<file path="config.mk">
export PLATFORM = sky130hd
export DESIGN_NAME = mem_arbiter_flat
export DESIGN_NICKNAME = d
export VERILOG_FILES = /design/src/rtl/mem_arbiter_if.sv /design/src/rtl/mem_arbiter.sv /design/src/flat_wrapper.sv
export SDC_FILE = /design/constraint.sdc
export NUM_CORES = 1
export LEC_CHECK = 0
export CORE_AREA = 2 2 98 100
export DETAILED_ROUTE_END_ITERATION = 10
export DIE_AREA = 0 0 100 102
export GPL_TIMING_DRIVEN = 0
export PLACE_DENSITY_LB_ADDON = 0.12
export SYNTH_ARGS = -nofsm -noshare
export SYNTH_HDL_FRONTEND = slang
export SYNTH_SLANG_ARGS = --single-unit
export TNS_END_PERCENT = 5
</file>
<file path="constraint.sdc">
create_clock -name Clock -period 1.5 [get_ports Clock]
set_input_delay 0.3 -clock Clock [delete_from_list [all_inputs] [get_ports Clock]]
set_output_delay 0.3 -clock Clock [all_outputs]
set_load 0.03 [all_outputs]
</file>
<file path="src/rtl/mem_arbiter_if.sv">
// Bus bundle between the two requesters (CPU, DMA), the arbiter and the
// single-port memory.
interface mem_arbiter_if;
  logic        CpuReq;
  logic [11:0] CpuAddr;
  logic [3:0]  CpuWMask;
  logic [31:0] CpuWData;
  logic        CpuGnt;
  logic        CpuRValid;
  logic [31:0] CpuRData;

  logic        DmaReq;
  logic [11:0] DmaAddr;
  logic [3:0]  DmaWMask;
  logic [31:0] DmaWData;
  logic        DmaGnt;
  logic        DmaRValid;
  logic [31:0] DmaRData;

  logic        MemEn;
  logic [11:0] MemAddr;
  logic [3:0]  MemWMask;
  logic [31:0] MemWData;
  logic [31:0] MemRData;

  modport slave (
    input  CpuReq, CpuAddr, CpuWMask, CpuWData,
    output CpuGnt, CpuRValid, CpuRData,
    input  DmaReq, DmaAddr, DmaWMask, DmaWData,
    output DmaGnt, DmaRValid, DmaRData,
    output MemEn, MemAddr, MemWMask, MemWData,
    input  MemRData
  );

  modport master (
    output CpuReq, CpuAddr, CpuWMask, CpuWData,
    input  CpuGnt, CpuRValid, CpuRData,
    output DmaReq, DmaAddr, DmaWMask, DmaWData,
    input  DmaGnt, DmaRValid, DmaRData,
    input  MemEn, MemAddr, MemWMask, MemWData,
    output MemRData
  );
endinterface

</file>
<file path="src/rtl/mem_arbiter.sv">
// Two-requester memory arbiter: CPU priority with a bounded DMA starvation
// window, combinational grant and one-cycle read-data return routing.
//
// state  | meaning
// IDLE   | no read outstanding
// RD_CPU | CPU read granted last cycle, MemRData belongs to CPU
// RD_DMA | DMA read granted last cycle, MemRData belongs to DMA
module mem_arbiter #(
  parameter int unsigned STARVE_LIMIT = 4
) (
  input  logic   Clock,
  input  logic   Reset_n,
  mem_arbiter_if.slave bus
);

  localparam int unsigned CW = (STARVE_LIMIT < 1) ? 1 : $clog2(STARVE_LIMIT + 1);
  localparam logic [CW-1:0] LIMIT = CW'(STARVE_LIMIT);

  typedef enum logic [1:0] {
    IDLE   = 2'd0,
    RD_CPU = 2'd1,
    RD_DMA = 2'd2
  } state_t;

  state_t        state_q, state_d;
  logic [CW-1:0] starve_cnt_q, starve_cnt_d;
  logic          cpu_gnt, dma_gnt;

  always_ff @(posedge Clock or negedge Reset_n) begin
    if (!Reset_n) begin
      state_q      <= IDLE;
      starve_cnt_q <= '0;
    end else begin
      state_q      <= state_d;
      starve_cnt_q <= starve_cnt_d;
    end
  end

  // Grants are gated by reset so nothing reaches memory while Reset_n is low.
  always_comb begin
    cpu_gnt = 1'b0;
    dma_gnt = 1'b0;
    if (Reset_n) begin
      if (bus.CpuReq && (!bus.DmaReq || starve_cnt_q != LIMIT)) begin
        cpu_gnt = 1'b1;
      end else if (bus.DmaReq) begin
        dma_gnt = 1'b1;
      end
    end
  end

  always_comb begin
    starve_cnt_d = starve_cnt_q;
    if (!bus.DmaReq || dma_gnt) begin
      starve_cnt_d = '0;
    end else if (cpu_gnt && starve_cnt_q != LIMIT) begin
      starve_cnt_d = starve_cnt_q + CW'(1);
    end
  end

  always_comb begin
    state_d = IDLE;
    if (cpu_gnt && bus.CpuWMask == 4'b0000) begin
      state_d = RD_CPU;
    end else if (dma_gnt && bus.DmaWMask == 4'b0000) begin
      state_d = RD_DMA;
    end
  end

  always_comb begin
    bus.CpuGnt   = cpu_gnt;
    bus.DmaGnt   = dma_gnt;
    bus.MemEn    = cpu_gnt | dma_gnt;
    bus.MemAddr  = '0;
    bus.MemWMask = 4'b0000;
    bus.MemWData = '0;
    if (cpu_gnt) begin
      bus.MemAddr  = bus.CpuAddr;
      bus.MemWMask = bus.CpuWMask;
      bus.MemWData = bus.CpuWData;
    end else if (dma_gnt) begin
      bus.MemAddr  = bus.DmaAddr;
      bus.MemWMask = bus.DmaWMask;
      bus.MemWData = bus.DmaWData;
    end
  end

  // Return routing depends only on registered state, so a write granted in
  // the same cycle cannot disturb the returning read.
  always_comb begin
    bus.CpuRValid = (state_q == RD_CPU);
    bus.DmaRValid = (state_q == RD_DMA);
    bus.CpuRData  = (state_q == RD_CPU) ? bus.MemRData : 32'b0;
    bus.DmaRData  = (state_q == RD_DMA) ? bus.MemRData : 32'b0;
  end

endmodule

</file>
<file path="src/flat_wrapper.sv">
// flat-port wrapper written by rule: the top's interface ports become plain ports
module mem_arbiter_flat 
#(
  parameter int unsigned STARVE_LIMIT = 4
)
  (Clock, Reset_n, bus_CpuReq, bus_CpuAddr, bus_CpuWMask, bus_CpuWData, bus_CpuGnt, bus_CpuRValid, bus_CpuRData, bus_DmaReq, bus_DmaAddr, bus_DmaWMask, bus_DmaWData, bus_DmaGnt, bus_DmaRValid, bus_DmaRData, bus_MemEn, bus_MemAddr, bus_MemWMask, bus_MemWData, bus_MemRData);
  mem_arbiter_if bus_i ();
  input  logic Clock;
  input  logic Reset_n;
  input wire logic [$bits(bus_i.CpuReq)-1:0] bus_CpuReq;
  input wire logic [$bits(bus_i.CpuAddr)-1:0] bus_CpuAddr;
  input wire logic [$bits(bus_i.CpuWMask)-1:0] bus_CpuWMask;
  input wire logic [$bits(bus_i.CpuWData)-1:0] bus_CpuWData;
  output wire logic [$bits(bus_i.CpuGnt)-1:0] bus_CpuGnt;
  output wire logic [$bits(bus_i.CpuRValid)-1:0] bus_CpuRValid;
  output wire logic [$bits(bus_i.CpuRData)-1:0] bus_CpuRData;
  input wire logic [$bits(bus_i.DmaReq)-1:0] bus_DmaReq;
  input wire logic [$bits(bus_i.DmaAddr)-1:0] bus_DmaAddr;
  input wire logic [$bits(bus_i.DmaWMask)-1:0] bus_DmaWMask;
  input wire logic [$bits(bus_i.DmaWData)-1:0] bus_DmaWData;
  output wire logic [$bits(bus_i.DmaGnt)-1:0] bus_DmaGnt;
  output wire logic [$bits(bus_i.DmaRValid)-1:0] bus_DmaRValid;
  output wire logic [$bits(bus_i.DmaRData)-1:0] bus_DmaRData;
  output wire logic [$bits(bus_i.MemEn)-1:0] bus_MemEn;
  output wire logic [$bits(bus_i.MemAddr)-1:0] bus_MemAddr;
  output wire logic [$bits(bus_i.MemWMask)-1:0] bus_MemWMask;
  output wire logic [$bits(bus_i.MemWData)-1:0] bus_MemWData;
  input wire logic [$bits(bus_i.MemRData)-1:0] bus_MemRData;
  assign bus_i.CpuReq = bus_CpuReq;
  assign bus_i.CpuAddr = bus_CpuAddr;
  assign bus_i.CpuWMask = bus_CpuWMask;
  assign bus_i.CpuWData = bus_CpuWData;
  assign bus_CpuGnt = bus_i.CpuGnt;
  assign bus_CpuRValid = bus_i.CpuRValid;
  assign bus_CpuRData = bus_i.CpuRData;
  assign bus_i.DmaReq = bus_DmaReq;
  assign bus_i.DmaAddr = bus_DmaAddr;
  assign bus_i.DmaWMask = bus_DmaWMask;
  assign bus_i.DmaWData = bus_DmaWData;
  assign bus_DmaGnt = bus_i.DmaGnt;
  assign bus_DmaRValid = bus_i.DmaRValid;
  assign bus_DmaRData = bus_i.DmaRData;
  assign bus_MemEn = bus_i.MemEn;
  assign bus_MemAddr = bus_i.MemAddr;
  assign bus_MemWMask = bus_i.MemWMask;
  assign bus_MemWData = bus_i.MemWData;
  assign bus_i.MemRData = bus_MemRData;
  mem_arbiter #(.STARVE_LIMIT(STARVE_LIMIT)) u_core (.Clock(Clock), .Reset_n(Reset_n), .bus(bus_i));
endmodule
</file>
==> reports/qor_table.md <==
| Quantity | This run | Unit |
| --- | --- | --- |
| Result of the run | complete, but fails checks | - |
| Failing checks | setup timing | - |
| Leakage component of the power | 0.002068 | uW |
| Global routing usage summed across all routing layers | 14.44 | % |
| Count of final setup violators | 108 | - |
| Proportion of synthesized chip area in sequential cells | 9.950 | % |
| Family with the most delay on the worst path | buffers and inverters | - |
| Final weighted congestion in routability-driven placement | 0.7329 | - |
| Mean post-synth cell area | 7.859 | um2 |
| Post-route ant nets | 0 | - |
| Vias | 2,309 | - |
| DR vias/cell | 4.332 | - |
| Headroom to the max-slew limit | 80.63 | % |
| Area growth from synthesis to layout | 263.9 | % |
| Area leader, netlist | a22o_1 | - |
| Combinational share of power | 73.2 | % |
| Initial antenna violation count | 0 | - |
| FF-to-FF setup slack | 0.22 | ns |
| Remaining routing DRC violations | 0 | - |
| Total Nets Final | 557 | - |
| Max-slew violation count | 0 | - |
| Vertical die dimension | 102 | um |
| Number of H-tree branching levels | 1 | - |
| Switch share | 33.61 | % |
| Number of inserted diodes | 0 | - |
| Count of standard-cell rows | 35 | - |
| Drt first-iter violations | 9 | - |
| CP max stage delay | 0.36 | ns |
| Share of layout cells above drive strength 1 | 48.34 | % |
| Cells taking the most area after synthesis | a22o_1 33%, and2_1 32%, dfrtp_1 10% | - |
| Syn Nets | 294 | - |
| Worst IR Drop VDD | 0.0001586 | V |
| Clk sinks | 5 | - |
| Internal power component | 960.9 | uW |
| Worst hold-check slack | 0.04429 | ns |
| Measured slew at the worst slew-check pin | 0.2905 | ns |
| Slowest cell on the critical path | dfrtp_1 | - |
| Endpoint required time on the critical path | 1.20 | ns |
| Endpoint arrival time on the critical path | 1.69 | ns |
| Register share of total power | 9.7 | % |
| Detail Placement HPWL | 7013 | um |
| Flop and latch count out of synthesis | 5 | - |
| Category of the most critical setup path | flip-flop to output pin | - |
| Number of port buffers | 248 | - |
| Number of distinct library cells after synthesis | 23 | - |
| Top cell type's share of synthesized area | 33.43 | % |
| Standard cell core area | 0.009109 | mm2 |
| Type of destination of the critical path | output pin | - |
| Worst skew pair latency | 0.22 | ns |
| Fin Clk Skew | 0.0005454 | ns |
| Maximum fanout count along the critical path | 5 | - |
| Unrepaired setup endpoints after global routing | yes | - |
| Routed wire length | 8225 | um |
| First-pass iteration count of the detailed router | 4 | - |
| Cell count along the critical path | 8 | - |
| Starting utilization of the core area | 13.80 | % |
| Clock power frac | 17.1 | % |
| Clock transition at the registers of the reported paths | 0.04 | ns |
| Clock period minus worst slack | 1.988 | ns |
| Placed Instances | 519 | - |
| Cell chosen for the clock root | clkbuf_8 | - |
| Number of buffers created by CTS | 3 | - |
| Top-level I/O count | 249 | - |
| Largest net degree at the start of global routing | 14 | - |
| Reg-to-reg startpoint | u_core.starve_cnt_q[0]$_DFFE_PN0P_ | - |
| Crit start category | flip-flop | - |
| Cell Count, Final, Fillers Out | 533 | - |
| First-pass GRT wire length | 11,610 | um |
| End of the worst register-to-register path | u_core.state_q[0]$_DFF_PN0_ | - |
| Max Cap Viol | 0 | - |
| Number of instances in the synthesized netlist | 160 | - |
| Cell area after technology mapping | 0.001257 | mm2 |
| Type of the most critical hold path | input port to asynchronous set/reset pin | - |
| Share of the clock period used by the worst path after layout | 132.5 | % |
| Mean routed wirelength per cell | 15.43 | um |
| Cell-by-cell trace of the critical path | inv_2, ha_4, a21boi_4, nor2_4, buf_8, buf_12, a22o_4, buf_6 | - |
| Buffers plus inverters on the worst setup path | 4 | - |
| R2r worst-path depth | 6 | - |
| Area of the die | 0.01020 | mm2 |
| Global route overflow | 0 | - |
| Total power divided by cell area | 316.3 | mW/mm2 |
| Via count of the first global-routing pass | 2,314 | - |
| Final Worst Setup Slack | -0.4877 | ns |
| DIE WIDTH | 100 | um |
| Count of endpoints failing hold in the final timing report | 0 | - |
| Longest Clk Path Bufs | 2 | - |
| Max Freq | 0.5031 | GHz |
| Total of warnings raised by yosys | 0 | - |
| Net switching power figure | 486.5 | uW |
| TritonCTS clock tree | yes | - |
per-stage QoR:
step / TNS, ns / utilization (%) / instance area (um2) / worst slack (ns) / total power [uW]
after floorplan: -4.896 / - / 1430 / -0.1564 / 528.1
after global placement: -108.65 / 44.48 / 4051 / -1.468 / 1094
after detailed placement: -111.54 / 44.48 / 4051 / -1.491 / 1101
after CTS: -30.06 / 48.53 / 4420 / -0.4930 / 1442
after global routing: -35.21 / 50.23 / 4576 / -0.5447 / 1519
final: -27.67 / 50.23 / 4576 / -0.4877 / 1447
area by class of cell:
class	instances	area [um2]
fillers	886	4533
clock buffers	4	45.04
repair buffers	260	2780
well taps	111	138.9
plain buffers	14	201.4
inverters	2	7.507
multi-input cells	137	1277
flip-flops and latches	5	125.1
cells in the mapped netlist:
library cell	number
dfrtp_1	5
nor4_1	1
nor2b_1	3
and2_1	65
a22o_1	48
nand2_1	2
a21boi_1	2
buf_2	3
nor3_1	2
o31a_1	1
a31oi_4	1
nand2b_1	2
nand3_1	2
o21a_1	1
nand2_2	1
buf_6	7
clkbuf_1	6
or4_1	1
ha_1	2
nor2_2	1
a21boi_2	1
nor3b_1	1
inv_1	2
cells by family after synthesis:
family	count (synthesis)	share of synthesized area [%]
AO/OA/AOI/OAI	54	38.51
adder cells (fa/ha/maj)	2	1.990
buffers and inverters	18	9.851
flip-flops	5	9.950
AND/OR/NAND/NOR	81	39.70
power groups by stage:
stage	Combinational (uW)	Clock (uW)	Sequential, uW
final	1060	247	140
after global routing	1110	264	140
after CTS	1040	258	140
after detailed placement	959	0	142
after global placement	952	0	142
after floorplan	386	0	142
registers in the layout, indices dropped and copies added, names as in the netlist:
name                 cells
u_core.starve_cnt_q      3
u_core.state_q           2
cells in the final DEF, fill, tap and decap left out, types with 2 or more instances in the layout:
cell type and count:
nand3_1 2, nand2_1 2, nor2b_4 2, a22o_1 9, a22o_2 18, buf_4 8, dlygate4sd2_1 2, buf_6 118
a21boi_1 2, buf_12 3, a22o_4 21, and2_1 56, clkdlybuf4s15_2 2, nand2b_1 2, buf_8 6, nor3_1 2
dfrtp_1 5, and2_4 9, clkbuf_8 8, inv_2 2, clkdlybuf4s50_1 128
worst max-delay path by stage:
| stage | from | endpoint | slack, ns |
|---|---|---|---|
| 3_5_place_dp | Reset_n | bus_MemWData[24] | -1.49 |
| 5_1_grt | u_core.starve_cnt_q[0]$_DFFE_PN0P_ | bus_MemWData[25] | -0.54 |
| 3_3_place_gp | Reset_n | bus_MemWData[24] | -1.47 |
| 2_1_floorplan | u_core.starve_cnt_q[0]$_DFFE_PN0P_ | bus_MemWData[21] | -0.16 |
| 6_report | u_core.starve_cnt_q[0]$_DFFE_PN0P_ | bus_MemWData[27] | -0.49 |
| 4_1_cts | u_core.starve_cnt_q[0]$_DFFE_PN0P_ | bus_MemWData[24] | -0.49 |
what timing repair did:
item / CTS / global route
pin swaps: 12 / 13
hold buffers: 0 / 0
buffers inserted: 8 / 1
cloned: 2 / 1
gates resized for setup: 825 / 59
endpoints found under the setup margin: 118 / 116
layer usage:
layer,GRT usage (%),share of wire [%],wire length [um],vias to the layer above
met5,0,0,0,-
met4,3.267,1.4,117,0
li1,-,-,-,1109
met1,12.41,30,2467,1042
met3,6.977,13,1041,8
met2,29.73,56,4599,150
Power figures use the tool's default switching activity.
